### src/rtl/rd_link_pkg.sv
// rd_link_pkg: shared definitions for the RD serial link transmitter.
//   WORD_BITS         - bits per word per lane
//   BITS_PER_WORD_CLK - CLK cycles spent serialising one word (2 CLK per bit)
//   state_e           - transmitter FSM states
package rd_link_pkg;

  localparam int unsigned WORD_BITS         = 12;
  localparam int unsigned BITS_PER_WORD_CLK = 2 * WORD_BITS;

  typedef enum logic [1:0] {
    IDLE  = 2'd0,
    FETCH = 2'd1,
    SHIFT = 2'd2
  } state_e;

endpackage

### src/rtl/rd_word_serializer.sv
// rd_word_serializer: two-lane parallel-load shift register with the serial
// clock phase bit and the per-word bit counter.
//   clk_i, rst_i   - system clock, synchronous active-high reset
//   load_i         - load data_i (lane 0 = low half, lane 1 = high half)
//   advance_i      - toggle phase; shift one bit on each 1->0 phase edge
//   clear_i        - force every register to 0 (highest priority)
//   lane0_o/1_o    - MSB of each lane shift register
//   sclk_o         - phase bit, used directly as the serial clock
//   last_bit_o     - bit 0 is on the lanes and this is its second CLK
module rd_word_serializer #(
  parameter int unsigned WORD_BITS = 12
) (
  input  logic                   clk_i,
  input  logic                   rst_i,
  input  logic                   load_i,
  input  logic                   advance_i,
  input  logic                   clear_i,
  input  logic [2*WORD_BITS-1:0] data_i,
  output logic                   lane0_o,
  output logic                   lane1_o,
  output logic                   sclk_o,
  output logic                   last_bit_o
);
  import rd_link_pkg::*;

  localparam int unsigned      CNT_W   = $clog2(WORD_BITS);
  localparam logic [CNT_W-1:0] MSB_IDX = CNT_W'(WORD_BITS - 1);

  logic [WORD_BITS-1:0] sr0_q, sr0_d;
  logic [WORD_BITS-1:0] sr1_q, sr1_d;
  logic                 phase_q, phase_d;
  logic [CNT_W-1:0]     cnt_q, cnt_d;

  always_comb begin
    sr0_d   = sr0_q;
    sr1_d   = sr1_q;
    phase_d = phase_q;
    cnt_d   = cnt_q;
    if (clear_i) begin
      sr0_d   = '0;
      sr1_d   = '0;
      phase_d = 1'b0;
      cnt_d   = '0;
    end else if (load_i) begin
      sr0_d   = data_i[WORD_BITS-1:0];
      sr1_d   = data_i[2*WORD_BITS-1:WORD_BITS];
      phase_d = 1'b0;
      cnt_d   = MSB_IDX;
    end else if (advance_i) begin
      phase_d = ~phase_q;
      // Lanes move only on the falling serial clock so data is stable around the rise.
      if (phase_q) begin
        sr0_d = {sr0_q[WORD_BITS-2:0], 1'b0};
        sr1_d = {sr1_q[WORD_BITS-2:0], 1'b0};
        cnt_d = cnt_q - CNT_W'(1);
      end
    end
  end

  always_ff @(posedge clk_i) begin
    if (rst_i) begin
      sr0_q   <= '0;
      sr1_q   <= '0;
      phase_q <= 1'b0;
      cnt_q   <= '0;
    end else begin
      sr0_q   <= sr0_d;
      sr1_q   <= sr1_d;
      phase_q <= phase_d;
      cnt_q   <= cnt_d;
    end
  end

  assign lane0_o    = sr0_q[WORD_BITS-1];
  assign lane1_o    = sr1_q[WORD_BITS-1];
  assign sclk_o     = phase_q;
  assign last_bit_o = phase_q && (cnt_q == '0);

endmodule

### src/rtl/rd_serial_tx.sv
// rd_serial_tx: transmit end of the RD serial link. A TRIG_IN rising edge
// reads NUM_WORDS 24-bit words from buffer BUF_NUM and sends both 12-bit
// halves MSB-first on two lanes, framed by ENABLE_XFR_OUT, with SERIAL_CLK_OUT
// running at CLK/2.
//   CLK, RST            - system clock, synchronous active-high reset
//   TRIG_IN, BUF_NUM    - transfer request (rising edge) and buffer select
//   ABORT               - level; ends a running transfer without DONE
//   MEM_ADDR, MEM_DATA  - {buf, word} read address; data one CLK later
//   SERIAL_DATA0/1_OUT, SERIAL_CLK_OUT, ENABLE_XFR_OUT - link outputs
//   BUSY, DONE, TRIG_OVERRUN - status
module rd_serial_tx #(
  parameter int unsigned WORD_BITS = 12,
  parameter int unsigned NUM_WORDS = 2048,
  parameter int unsigned ADDR_W    = 11
) (
  input  logic                   CLK,
  input  logic                   RST,
  input  logic                   TRIG_IN,
  input  logic [1:0]             BUF_NUM,
  input  logic                   ABORT,
  output logic [ADDR_W+1:0]      MEM_ADDR,
  input  logic [2*WORD_BITS-1:0] MEM_DATA,
  output logic                   SERIAL_DATA0_OUT,
  output logic                   SERIAL_DATA1_OUT,
  output logic                   SERIAL_CLK_OUT,
  output logic                   ENABLE_XFR_OUT,
  output logic                   BUSY,
  output logic                   DONE,
  output logic                   TRIG_OVERRUN
);
  import rd_link_pkg::*;

  localparam logic [ADDR_W-1:0] LAST_IDX    = ADDR_W'(NUM_WORDS - 1);
  localparam logic [ADDR_W:0]   NUM_WORDS_W = (ADDR_W+1)'(NUM_WORDS);

  state_e            state_q;
  logic              trig_q;
  logic [1:0]        buf_q;
  logic [ADDR_W-1:0] addr_q;
  logic [ADDR_W-1:0] word_q;
  logic              en_q;
  logic              done_q;
  logic              ovr_q;

  logic              trig_rise;
  logic              last_word;
  logic              last_bit;
  logic [ADDR_W:0]   addr_d;
  logic              ser_load, ser_adv, ser_clear;

  assign trig_rise = TRIG_IN && !trig_q;
  assign last_word = (word_q == LAST_IDX);
  // Prefetch runs one word ahead; the wide sum keeps the end-of-buffer compare exact.
  assign addr_d    = {1'b0, word_q} + (ADDR_W+1)'(2);

  always_comb begin
    ser_load  = 1'b0;
    ser_adv   = 1'b0;
    ser_clear = 1'b0;
    case (state_q)
      FETCH: begin
        if (ABORT) ser_clear = 1'b1;
        else       ser_load  = 1'b1;
      end
      SHIFT: begin
        if (ABORT || (last_bit && last_word)) ser_clear = 1'b1;
        else if (last_bit)                    ser_load  = 1'b1;
        else                                  ser_adv   = 1'b1;
      end
      default: ;
    endcase
  end

  always_ff @(posedge CLK) begin
    if (RST) begin
      state_q <= IDLE;
      trig_q  <= 1'b0;
      buf_q   <= '0;
      addr_q  <= '0;
      word_q  <= '0;
      en_q    <= 1'b0;
      done_q  <= 1'b0;
      ovr_q   <= 1'b0;
    end else begin
      trig_q <= TRIG_IN;
      done_q <= 1'b0;
      if (state_q != IDLE && trig_rise) ovr_q <= 1'b1;
      case (state_q)
        IDLE: begin
          if (trig_rise) begin
            state_q <= FETCH;
            buf_q   <= BUF_NUM;
            addr_q  <= '0;
            word_q  <= '0;
          end
        end
        FETCH: begin
          if (ABORT) begin
            state_q <= IDLE;
            en_q    <= 1'b0;
          end else begin
            state_q <= SHIFT;
            en_q    <= 1'b1;
            addr_q  <= ADDR_W'(1);
          end
        end
        SHIFT: begin
          if (ABORT) begin
            state_q <= IDLE;
            en_q    <= 1'b0;
          end else if (last_bit) begin
            if (last_word) begin
              state_q <= IDLE;
              en_q    <= 1'b0;
              done_q  <= 1'b1;
            end else begin
              word_q <= word_q + ADDR_W'(1);
              if (addr_d < NUM_WORDS_W) addr_q <= addr_d[ADDR_W-1:0];
            end
          end
        end
        default: state_q <= IDLE;
      endcase
    end
  end

  rd_word_serializer #(
    .WORD_BITS (WORD_BITS)
  ) u_ser (
    .clk_i      (CLK),
    .rst_i      (RST),
    .load_i     (ser_load),
    .advance_i  (ser_adv),
    .clear_i    (ser_clear),
    .data_i     (MEM_DATA),
    .lane0_o    (SERIAL_DATA0_OUT),
    .lane1_o    (SERIAL_DATA1_OUT),
    .sclk_o     (SERIAL_CLK_OUT),
    .last_bit_o (last_bit)
  );

  assign MEM_ADDR       = {buf_q, addr_q};
  assign ENABLE_XFR_OUT = en_q;
  assign BUSY           = (state_q != IDLE);
  assign DONE           = done_q;
  assign TRIG_OVERRUN   = ovr_q;

endmodule

### config.mk
export PLATFORM = sky130hd
export DESIGN_NAME = rd_serial_tx
export DESIGN_NICKNAME = d
export VERILOG_FILES = /design/src/rtl/rd_link_pkg.sv /design/src/rtl/rd_word_serializer.sv /design/src/rtl/rd_serial_tx.sv
export SDC_FILE = /design/constraint.sdc
export NUM_CORES = 1
export LEC_CHECK = 0
export BUFFER_PORTS_ARGS = -buffer_cell sky130_fd_sc_hd__clkbuf_2
export CORE_AREA = 4 4 94 96
export DETAILED_ROUTE_END_ITERATION = 8
export DIE_AREA = 0 0 98 100
export SYNTH_ARGS = -nofsm -noshare
export SYNTH_HDL_FRONTEND = slang
export SYNTH_HIERARCHICAL = 1
export SYNTH_SLANG_ARGS = --single-unit
### constraint.sdc
create_clock -name CLK -period 4.95 [get_ports CLK]
set_input_delay 0.495 -clock CLK [delete_from_list [all_inputs] [get_ports CLK]]
set_output_delay 0.495 -clock CLK [all_outputs]
set_load 0.05 [all_outputs]
==> results.toml, run 1 <==
[critical_path]
cp_data_arrival_time_ns = 3.37
setup.worst_path.class = "register to register"
r2r_cells = 9
crit_chain = "inv_1 > ha_1 > nand2_1 > nor3_1 > a31oi_1 > nor3_1 > inv_1 > o21ai_0 > a21oi_1"
crit_slowest_cell = "inv_1"
cp.required_ns = 5.12
path_max_fanout = 48
critical_path.max_stage_delay_ns = 0.69
start_kind = "register"
cp-end-kind = "register"

[layout]
diodes = 0
multi_input_area_um2 = 1750
nFillCells = 825
regArea_um2 = 1180
drive_gt1_share_pct = 19.1
nNetsFinal = 430
synthToLayoutAreaGrowth_pct = 12.9
instances_no_fill = 502

[synthesis]
synth_warnings = 6
async_reset_ff_share_pct = 0
yosysSeqAreaShare_pct = 37.4
synth_ff_type = "dfxtp_1"
ys_ff_latch = 59
synth-edff-count = 0
ys_top_cells_by_area = "dfxtp_1 37%, mux2i_1 10%, a21oi_1 5.9%"
synthesis.nets = 398
synthCells = 360
syn_avg_cell_area_um2 = 8.77
yosysTopAreaCellShare_pct = 37.4
synthDistinctLibCells = 56
netlist_area_um2 = 3160
yosysTopAreaCell = "dfxtp_1"

[pwr]
p_clk_share_pct = 39.2
p_sw_w = 0.000330
vdd_drop_max_uv = 163
p_sw_share_pct = 29.4
powerDensity_nw_per_um2 = 315
power.internal_w = 0.000793
p_leak_nw = 1.47
seqPwrFrac_pct = 44.9
combPwrFrac_pct = 15.9
finalPower_w = 0.00112

[drt]
dr.first_iter.drc_count = 110
drt-total-wl_mm = 7.11
wl_per_cell_um = 14.2
drc_errors = 0
vias_per_cell = 5.33
met1Wirelength_mm = 3.53
maxUsedRoutingLayer = "met4"
route.met3.wl_um = 358
drt_first_pass_iters = 4
wl_met2_mm = 3.10
drtAntennaViolNets = 0
via_count = 2675

[clock_tree]
cts.sinks = 59
htreeDepth = 3
clkTransAtPathRegs_ns = 0.07
hold_buffers = 0
cts_tree = "done"
cts.repair.resized = 0
clockBufferDepth = 2
clockRootBuffer = "clkbuf_8"
cts_inserted_buffers = 9
cts_setup_buffers = 0
worstSkewPairLatency_ns = 0.34

[run_status]
outcome = "completed"

[timing]
clock_skew_ns = 0.0110
hold_viol_final = 0
setup_tns_ns = 0
slew_viol_final = 0
setup_slack_ns = 1.75
tightest_slew_ns = 1.23
timing.hold.ws_ns = 0.384
fmax_mhz = 313
final.period_utilization_pct = 64.6
slew_headroom_pct = 18.2
finalSetupViolations = 0
rsz0062_at_grt = "no"
min_period_ns = 3.20

[grt]
grt_pass1_vias = 2526
antenna_found_initial = 0
grt_pass1_wl_mm = 12.1
grt_start_max_net_pins = 49
track_usage_pct = 15.0
overflow = 0

[placement]
place_hpwl_mm = 5.11
place_congestion = 0.871
dp.cells = 486
port_buffers = 49
dp_slack_ns = 1.74

[floorplan]
core_area_um2 = 8050
num_rows = 33
die_width_um = 98
die_h_um = 100
num_io_pins = 50
start_util_pct = 39.2
die-area_um2 = 9800

[worst_hold_path]
whs_path_depth = 3
hp-class = "primary input to register"

[job]
cap_viol_max_count = 0
-- cell usage in the layout, fill, tap and decap left out, types with 3 or more instances in the layout --
| cell type | n |
|---|---|
| clkbuf_8 | 9 |
| o21ai_0 | 32 |
| ha_1 | 8 |
| nand2_1 | 22 |
| dfxtp_1 | 59 |
| a21oi_1 | 37 |
| clkbuf_2 | 49 |
| o22ai_1 | 3 |
| o31ai_1 | 3 |
| and3_1 | 3 |
| nand3_1 | 11 |
| xnor2_1 | 4 |
| o2bb2ai_1 | 3 |
| nor3_1 | 12 |
| inv_1 | 13 |
| or3_1 | 5 |
| o21a_1 | 3 |
| mux2i_1 | 32 |
| a311oi_1 | 4 |
| nor2_1 | 11 |
| nor2b_1 | 3 |
| nand2b_1 | 18 |
| a31oi_1 | 6 |
-- per-layer routing --
metal	global-route usage, %	up-vias
li1	-	1381
met1	20.4	1230
met2	22.8	54
met3	4.52	10
met4	5.22	0
met5	0	-
-- synth_stat cells, drive strengths merged, types with 4 or more instances --
cell and n:
mux2i 32, a21oi 37, ha 8, o31ai 4, inv 13, nand2 22
buf 17, nand3 12, a31oi 7, o21ai 33, a311oi 4, xnor2 4
clkbuf 12, dfxtp 59, nor3 12, nor2 11, nand2b 18, or3 6
-- final timing paths --
path                                     start              end  slack, ns
worst max register to register  u_ser/cnt_q[0]  u_ser/sr0_q[10]       1.75
worst max-delay path            u_ser/cnt_q[0]  u_ser/sr0_q[10]       1.75
worst min register to register        buf_q[0]         buf_q[0]       0.46
worst min-delay path                BUF_NUM[0]         buf_q[0]       0.38
-- worst max-delay path: cells and delay by family, from the launching register on --
family | cells | cell delay (ns)
AO/OA/AOI/OAI | 3 | 0.69
adder cells (fa/ha/maj) | 1 | 0.16
buffers and inverters | 2 | 0.80
flip-flops | 1 | 0.31
AND/OR/NAND/NOR | 3 | 1.08
-- registers in the layout, indices dropped and copies added, names as in the netlist --
signal	count
DONE	1
trig_q	1
buf_q	2
TRIG_OVERRUN	1
ENABLE_XFR_OUT	1
state_q	2
word_q	11
u_ser/sr0_q	12
u_ser/sr1_q	12
u_ser/sclk_o	1
addr_q	11
u_ser/cnt_q	4
-- power by group through the flow --
stage / registers [W] / clock network (W) / logic [W]
after floorplan: 0.000530 / 0 / 0.000126
after global placement: 0.000515 / 0 / 0.000179
after detailed placement: 0.000515 / 0 / 0.000179
after CTS: 0.000505 / 0.000452 / 0.000180
after global routing: 0.000507 / 0.000477 / 0.000199
final: 0.000504 / 0.000440 / 0.000179
-- metrics by stage --
step                      util, %  instance area, um^2
after CTS                    44.3                 3570
after global placement       41.8                 3370
after detailed placement     41.8                 3370
final                        44.3                 3570
after floorplan                 -                 3160
after global routing         44.3                 3570
-- kinds of logic (layout without fill, tap and decap cells) --
group,after synthesis,in the layout,share of synthesized area [%]
fa+ha+maj,8,8,3.17
simple gates,104,104,18.4
buf+inv,42,79,7.13
xor+xnor,6,6,1.66
mux,33,33,10.5
compound gates,108,108,21.7
flops,59,59,37.4
-- area by class of cell --
cell class | count | area share (%)
clock buffer | 9 | 3.47
clock inverter | 7 | 2.14
inverter | 13 | 1.37
multi-input combinational | 259 | 49.1
sequential | 59 | 33.1
tap | 105 | 3.68
timing repair buffer | 50 | 7.09
No activity file was read; power rests on OpenSTA's default activity.
==> inputs of run 2 (changes only) <==
==> constraint.sdc (replaced) <==
create_clock -name CLK -period 3.23 [get_ports CLK]
set_input_delay 0.323 -clock CLK [delete_from_list [all_inputs] [get_ports CLK]]
set_output_delay 0.323 -clock CLK [all_outputs]
set_load 0.05 [all_outputs]
==> run 2 against run 1 <==
  * Cell area is essentially flat
  * Hold slack got worse by 0.18 ns
  * Utilization about the same
  * Highest routed layer unchanged
==> results.toml, run 2 (same netlist as run 1, synthesis figures left out) <==
[grt]
track_usage_pct = 15.3
grtUsageMet3_pct = 3.75
grt_pass1_wl_mm = 12.0
grt_start_max_net_pins = 49
use_met1_pct = 20.9
antenna_found_initial = 0
grt_util_met2_pct = 22.5
overflow = 0
grt_pass1_vias = 2496
busiest_layer = "met2"

[timing]
finalSetupViolations = 0
slew_viol_final = 0
setup_tns_ns = 0
hold_viol_final = 0
slew_headroom_pct = 27.0
min_period_ns = 2.70
final.period_utilization_pct = 83.7
fmax_mhz = 370
tightest_slew_ns = 1.09
clock_skew_ns = 0.00970
rsz0062_at_grt = "no"

[drt]
drc_errors = 0
drtAntennaViolNets = 0
vias_per_cell = 5.38
wl_per_cell_um = 14.2
dr.first_iter.drc_count = 241
drt_first_pass_iters = 4
via_count = 2718
drt-total-wl_mm = 7.20

[layout]
diodes = 0
final_cell_mix = "59 x dfxtp_1, 49 x clkbuf_2, 37 x a21oi_1"
reg_top3 = "u_ser/sr0_q x12, u_ser/sr1_q x12"
final_common_cell = "dfxtp_1"
postLayoutCoreUtil_pct = 44.3
nFillCells = 825
regArea_um2 = 1180
design_area_um2 = 3570
multi_input_area_um2 = 1750
drive_gt1_share_pct = 19.5
nNetsFinal = 433
synthToLayoutAreaGrowth_pct = 13.0

[pwr]
p_sw_w = 0.000494
powerDensity_nw_per_um2 = 468
seqPwrFrac_pct = 46.3
p_sw_share_pct = 29.6
vdd_drop_max_uv = 255
combPwrFrac_pct = 16.7
power.internal_w = 0.00118
p_leak_nw = 1.47
p_clk_share_pct = 36.9

[clock_tree]
clockBufferDepth = 2
cts_setup_buffers = 0
clockRootBuffer = "clkbuf_8"
htreeDepth = 3
worstSkewPairLatency_ns = 0.35
cts.sinks = 59
cts_tree = "done"
clkTransAtPathRegs_ns = 0.07
cts_inserted_buffers = 9
cts.repair.resized = 0
hold_buffers = 0

[placement]
post_dp_cell_area_um2 = 3390
port_buffers = 49
place_congestion = 0.854
place_hpwl_mm = 5.02

[critical_path]
r2r_cells = 7
cp_data_arrival_time_ns = 2.98
start_kind = "register"
cp.required_ns = 3.51
cp-end-kind = "register"
setup.worst_path.class = "register to register"
path_max_fanout = 22

[floorplan]
start_util_pct = 39.2
die_width_um = 98
die-area_um2 = 9800
num_io_pins = 50
num_rows = 33
die_h_um = 100
core_area_um2 = 8050

[worst_hold_path]
hp-class = "primary input to register"
whs_path_depth = 3

[run_status]
outcome = "completed"

[job]
cap_viol_max_count = 0
[run 2: cell count changes in the layout (fill, tap and decap cells not counted)]
cell and change:
buf_4 +3, bufinv_16 -1, clkbuf_1 +1, clkbuf_8 +2, clkinv_2 +1, clkinv_4 -2
inv_6 -1
[run 2: routing by layer]
metal  share of wire (%)  wire, um
met5                   0         0
met3                 5.7       412
met1                  49      3520
met4                 2.1       151
met2                  43      3110
[run 2: final cells by class]
class	instances	area share (%)
timing repair buffer	53	7.71
clock buffer	12	4.35
tap	105	3.68
multi-input combinational	259	49.1
clock inverter	4	0.701
inverter	13	1.37
sequential	59	33.1
[run 2: power groups by stage]
stage,Combinational (W),Sequential (W),Clock (W)
6_report,0.000280,0.000774,0.000616
3_3_place_gp,0.000278,0.000789,0
2_1_floorplan,0.000193,0.000813,0
5_1_grt,0.000313,0.000777,0.000671
3_5_place_dp,0.000280,0.000790,0
4_1_cts,0.000282,0.000774,0.000639
[run 2: stage by stage]
step	instances	total power [W]	setup WS, ns	hold slack (ns)
6_report	505	0.00167	0.527	0.207
2_1_floorplan	360	0.00101	0.808	0.447
5_1_grt	505	0.00176	0.172	0.204
4_1_cts	505	0.00169	0.467	0.192
3_3_place_gp	489	0.00107	0.601	0.447
3_5_place_dp	489	0.00107	0.474	0.450
[run 2: worst paths after layout]
check,from,endpoint,slack [ns]
setup / recovery,word_q[1],u_ser/sr1_q[2],0.53
hold / removal,BUF_NUM[0],buf_q[0],0.21
setup reg to reg,word_q[1],u_ser/sr1_q[2],0.53
hold reg to reg,buf_q[0],buf_q[0],0.46
[run 2: worst max-delay path: stages, from the launching register on]
cell	delay (ns)
dfxtp_1	0.38
ha_1	0.25
and4_1	0.30
a41oi_1	0.29
o21ai_0	0.14
nor2_1	0.85
o21ai_0	0.25
a21oi_1	0.17
==> inputs of run 3 (changes only) <==
--- a/config.mk
+++ b/config.mk
@@ -5,6 +5,7 @@
 export SDC_FILE = /design/constraint.sdc
 export NUM_CORES = 1
 export LEC_CHECK = 0
+export ABC_AREA = 1
 export BUFFER_PORTS_ARGS = -buffer_cell sky130_fd_sc_hd__clkbuf_2
 export CORE_AREA = 4 4 94 96
 export DETAILED_ROUTE_END_ITERATION = 8
==> constraint.sdc (replaced) <==
create_clock -name CLK -period 2.6 [get_ports CLK]
set_input_delay 0.26 -clock CLK [delete_from_list [all_inputs] [get_ports CLK]]
set_output_delay 0.26 -clock CLK [all_outputs]
set_load 0.05 [all_outputs]
==> run 3 against run 2 <==
  * Flip-flop and latch count did not move
  * Die area did not move
  * Critical path depth rose by 5
  * Area after synthesis fell by 0.28%
  * Sequential share of layout area fell by 0.83 points
  * First-iteration DRC count fell by 35%
  * Clock power rose by 37%
  * Sequential power rose by 64%
  * Worst setup slack got worse by 0.16 ns
  * Largest cell class unchanged
==> results.toml, run 3 <==
[synthesis]
yosys.cell_count.top_type = "nand2_1"
netlist_top_cells_count = "143 x nand2_1, 59 x dfxtp_1, 56 x nor2_1"
yosysTopAreaCell = "dfxtp_1"
synth_ff_type = "dfxtp_1"
synthCells = 469
synthesis.nets = 507
synth-edff-count = 0
yosysSeqAreaShare_pct = 37.5
syn_avg_cell_area_um2 = 6.71
async_reset_ff_share_pct = 0
synthDistinctLibCells = 29
yosysTopAreaCellShare_pct = 37.5
ys_ff_latch = 59
synth_warnings = 6
netlist_area_um2 = 3150
ys_top_cells_by_area = "dfxtp_1 38%, nand2_1 17%, nor2_1 6.7%"

[layout]
reg_top3 = "u_ser/sr0_q x12, u_ser/sr1_q x12"
nNetsFinal = 556
diodes = 0
nFillCells = 853
drive_gt1_share_pct = 18.0
final_cell_mix = "143 x nand2_1, 59 x dfxtp_1, 55 x nor2_1"
final_common_cell = "nand2_1"
regArea_um2 = 1180
multi_input_area_um2 = 1670
synthToLayoutAreaGrowth_pct = 16.2
postLayoutCoreUtil_pct = 45.5

[placement]
place_congestion = 0.879
place_hpwl_mm = 5.36
port_buffers = 49

[floorplan]
die-area_um2 = 9800
die_width_um = 98
num_io_pins = 50
num_rows = 33
die_h_um = 100
core_area_um2 = 8050
start_util_pct = 39.1

[grt]
grt_pass1_vias = 2841
antenna_found_initial = 0
track_usage_pct = 16.2
grt_start_max_net_pins = 27
grt_pass1_wl_mm = 13.0
overflow = 0

[pwr]
p_leak_nw = 1.65
vdd_drop_max_uv = 774
finalPower_w = 0.00394
powerDensity_nw_per_um2 = 1080

[critical_path]
r2r_cells = 12
crit_top_cell = "nand2_1"
start_kind = "register"
crit_chain = "inv_1 > ha_1 > nand2_1 > nor3_1 > inv_1 > nand2_1 > nor2_1 > nand2_4 > nand2_2 > inv_2 > nand2_1 > a21oi_1"
setup.worst_path.class = "register to register"
cp.required_ns = 2.88
cp-endpoint = "u_ser/sr0_q[1]"
path_buf_inv = 3
cp_data_arrival_time_ns = 2.51
critPathLaunch = "u_ser/cnt_q[0]"
cp-end-kind = "register"
worstSetupPathDepth = 12
ff2ff_setup_slack_ns = 0.37
timing.rr.end = "u_ser/sr0_q[1]"
critical_path.max_stage_delay_ns = 0.39
cp_top_family = "simple AND/OR/NAND/NOR gates"
path_max_fanout = 23
crit_slowest_cell = "nor3_1"
crit-reg2reg-launch = "u_ser/cnt_q[0]"

[timing]
clock_skew_ns = 0.0119
slew_headroom_pct = 61.4
hold_viol_final = 0
setup_tns_ns = 0
min_period_ns = 2.23
final.period_utilization_pct = 85.8
tightest_slew_ns = 0.578
rsz0062_at_grt = "no"
fmax_mhz = 448
finalSetupViolations = 0
slew_viol_final = 0

[worst_hold_path]
hp-class = "primary input to register"

[clock_tree]
cts.sinks = 59
worstSkewPairLatency_ns = 0.34
clkTransAtPathRegs_ns = 0.07
htreeDepth = 3
cts_inserted_buffers = 9
clockRootBuffer = "clkbuf_8"
cts_setup_buffers = 0
cts_tree = "done"
clockBufferDepth = 2

[drt]
drt_first_pass_iters = 4
drtAntennaViolNets = 0
vias_per_cell = 4.89
dr.first_iter.drc_count = 156
via_count = 3065
wl_per_cell_um = 12.2
drc_errors = 0
drt-total-wl_mm = 7.65

[run_status]
outcome = "completed"

[job]
cap_viol_max_count = 0
run 3: cell types whose count changed in the layout (fill, tap and decap cells not counted), sizes merged, moves of 5 or more:
cell,change
o21ai,-17
nor2,+50
mux2i,-32
nand2,+129
inv,+40
nor3,-5
nand3,+24
a21oi,-9
or3,-6
nand2b,-18
a31oi,+13
nand4,+5
run 3: worst min path at each step:
stage | start | to | slack, ns | depth (start not counted)
detailed placement | buf_q[1] | buf_q[1] | 0.44 | 2
finish | MEM_DATA[0] | u_ser/sr0_q[0] | 0.15 | 3
CTS | MEM_DATA[0] | u_ser/sr0_q[0] | 0.13 | 3
global placement | buf_q[0] | buf_q[0] | 0.44 | 2
floorplan | TRIG_IN | trig_q | 0.38 | 2
global route | TRIG_IN | trig_q | 0.15 | 3
run 3: final cells by class:
type | count | share of cell area (%)
Tap cell | 105 | 3.59
Timing Repair Buffer | 55 | 7.93
Clock inverter | 5 | 1.47
Clock buffer | 10 | 3.76
Inverter | 53 | 5.44
Multi-Input combinational cell | 340 | 45.5
Sequential cell | 59 | 32.3
run 3: metrics by stage:
step / setup WS [ns] / hold slack [ns] / cells / cell area [um^2]
5_1_grt: 0.103 / 0.152 / 627 / 3660
4_1_cts: 0.154 / 0.133 / 627 / 3660
2_1_floorplan: 0.440 / 0.385 / 469 / 3150
3_3_place_gp: 0.313 / 0.436 / 612 / 3470
3_5_place_dp: 0.178 / 0.441 / 612 / 3470
6_report: 0.370 / 0.146 / 627 / 3660
run 3: metal layers:
metal	wire, um	vias up	GRT usage [%]
met1	3770	1389	22.0
met2	3370	58	24.6
met4	101	0	5.96
met3	402	9	4.52
li1	-	1609	-
met5	0	-	0
run 3: kinds of logic (layout without fill, tap and decap cells):
kind of cell,Yosys count,count (layout),synth area share [%]
compound gates,67,67,12.0
xor+xnor,1,1,0.278
fa+ha+maj,8,8,3.18
buf+inv,70,123,9.77
flops,59,59,37.5
simple gates,264,264,37.2
run 3: repair_timing:
item                       4_1_cts  5_1_grt
setup endpoints to repair        0       11
resized for setup                0        1
hold buffers                     0        0
run 3: worst min-delay path, delay by kind of cell:
family,cells,cell delay (ns)
AO/OA/AOI/OAI,1,0.06
AND/OR/NAND/NOR,1,0.05
buffers and inverters,1,0.08
run 3: power by group:
part / internal (W) / switching (W) / total (W)
Sequential: 0.00112 / 0.000156 / 0.00127
Combinational: 0.000533 / 0.00129 / 0.00183
Clock: 0.000460 / 0.000382 / 0.000842
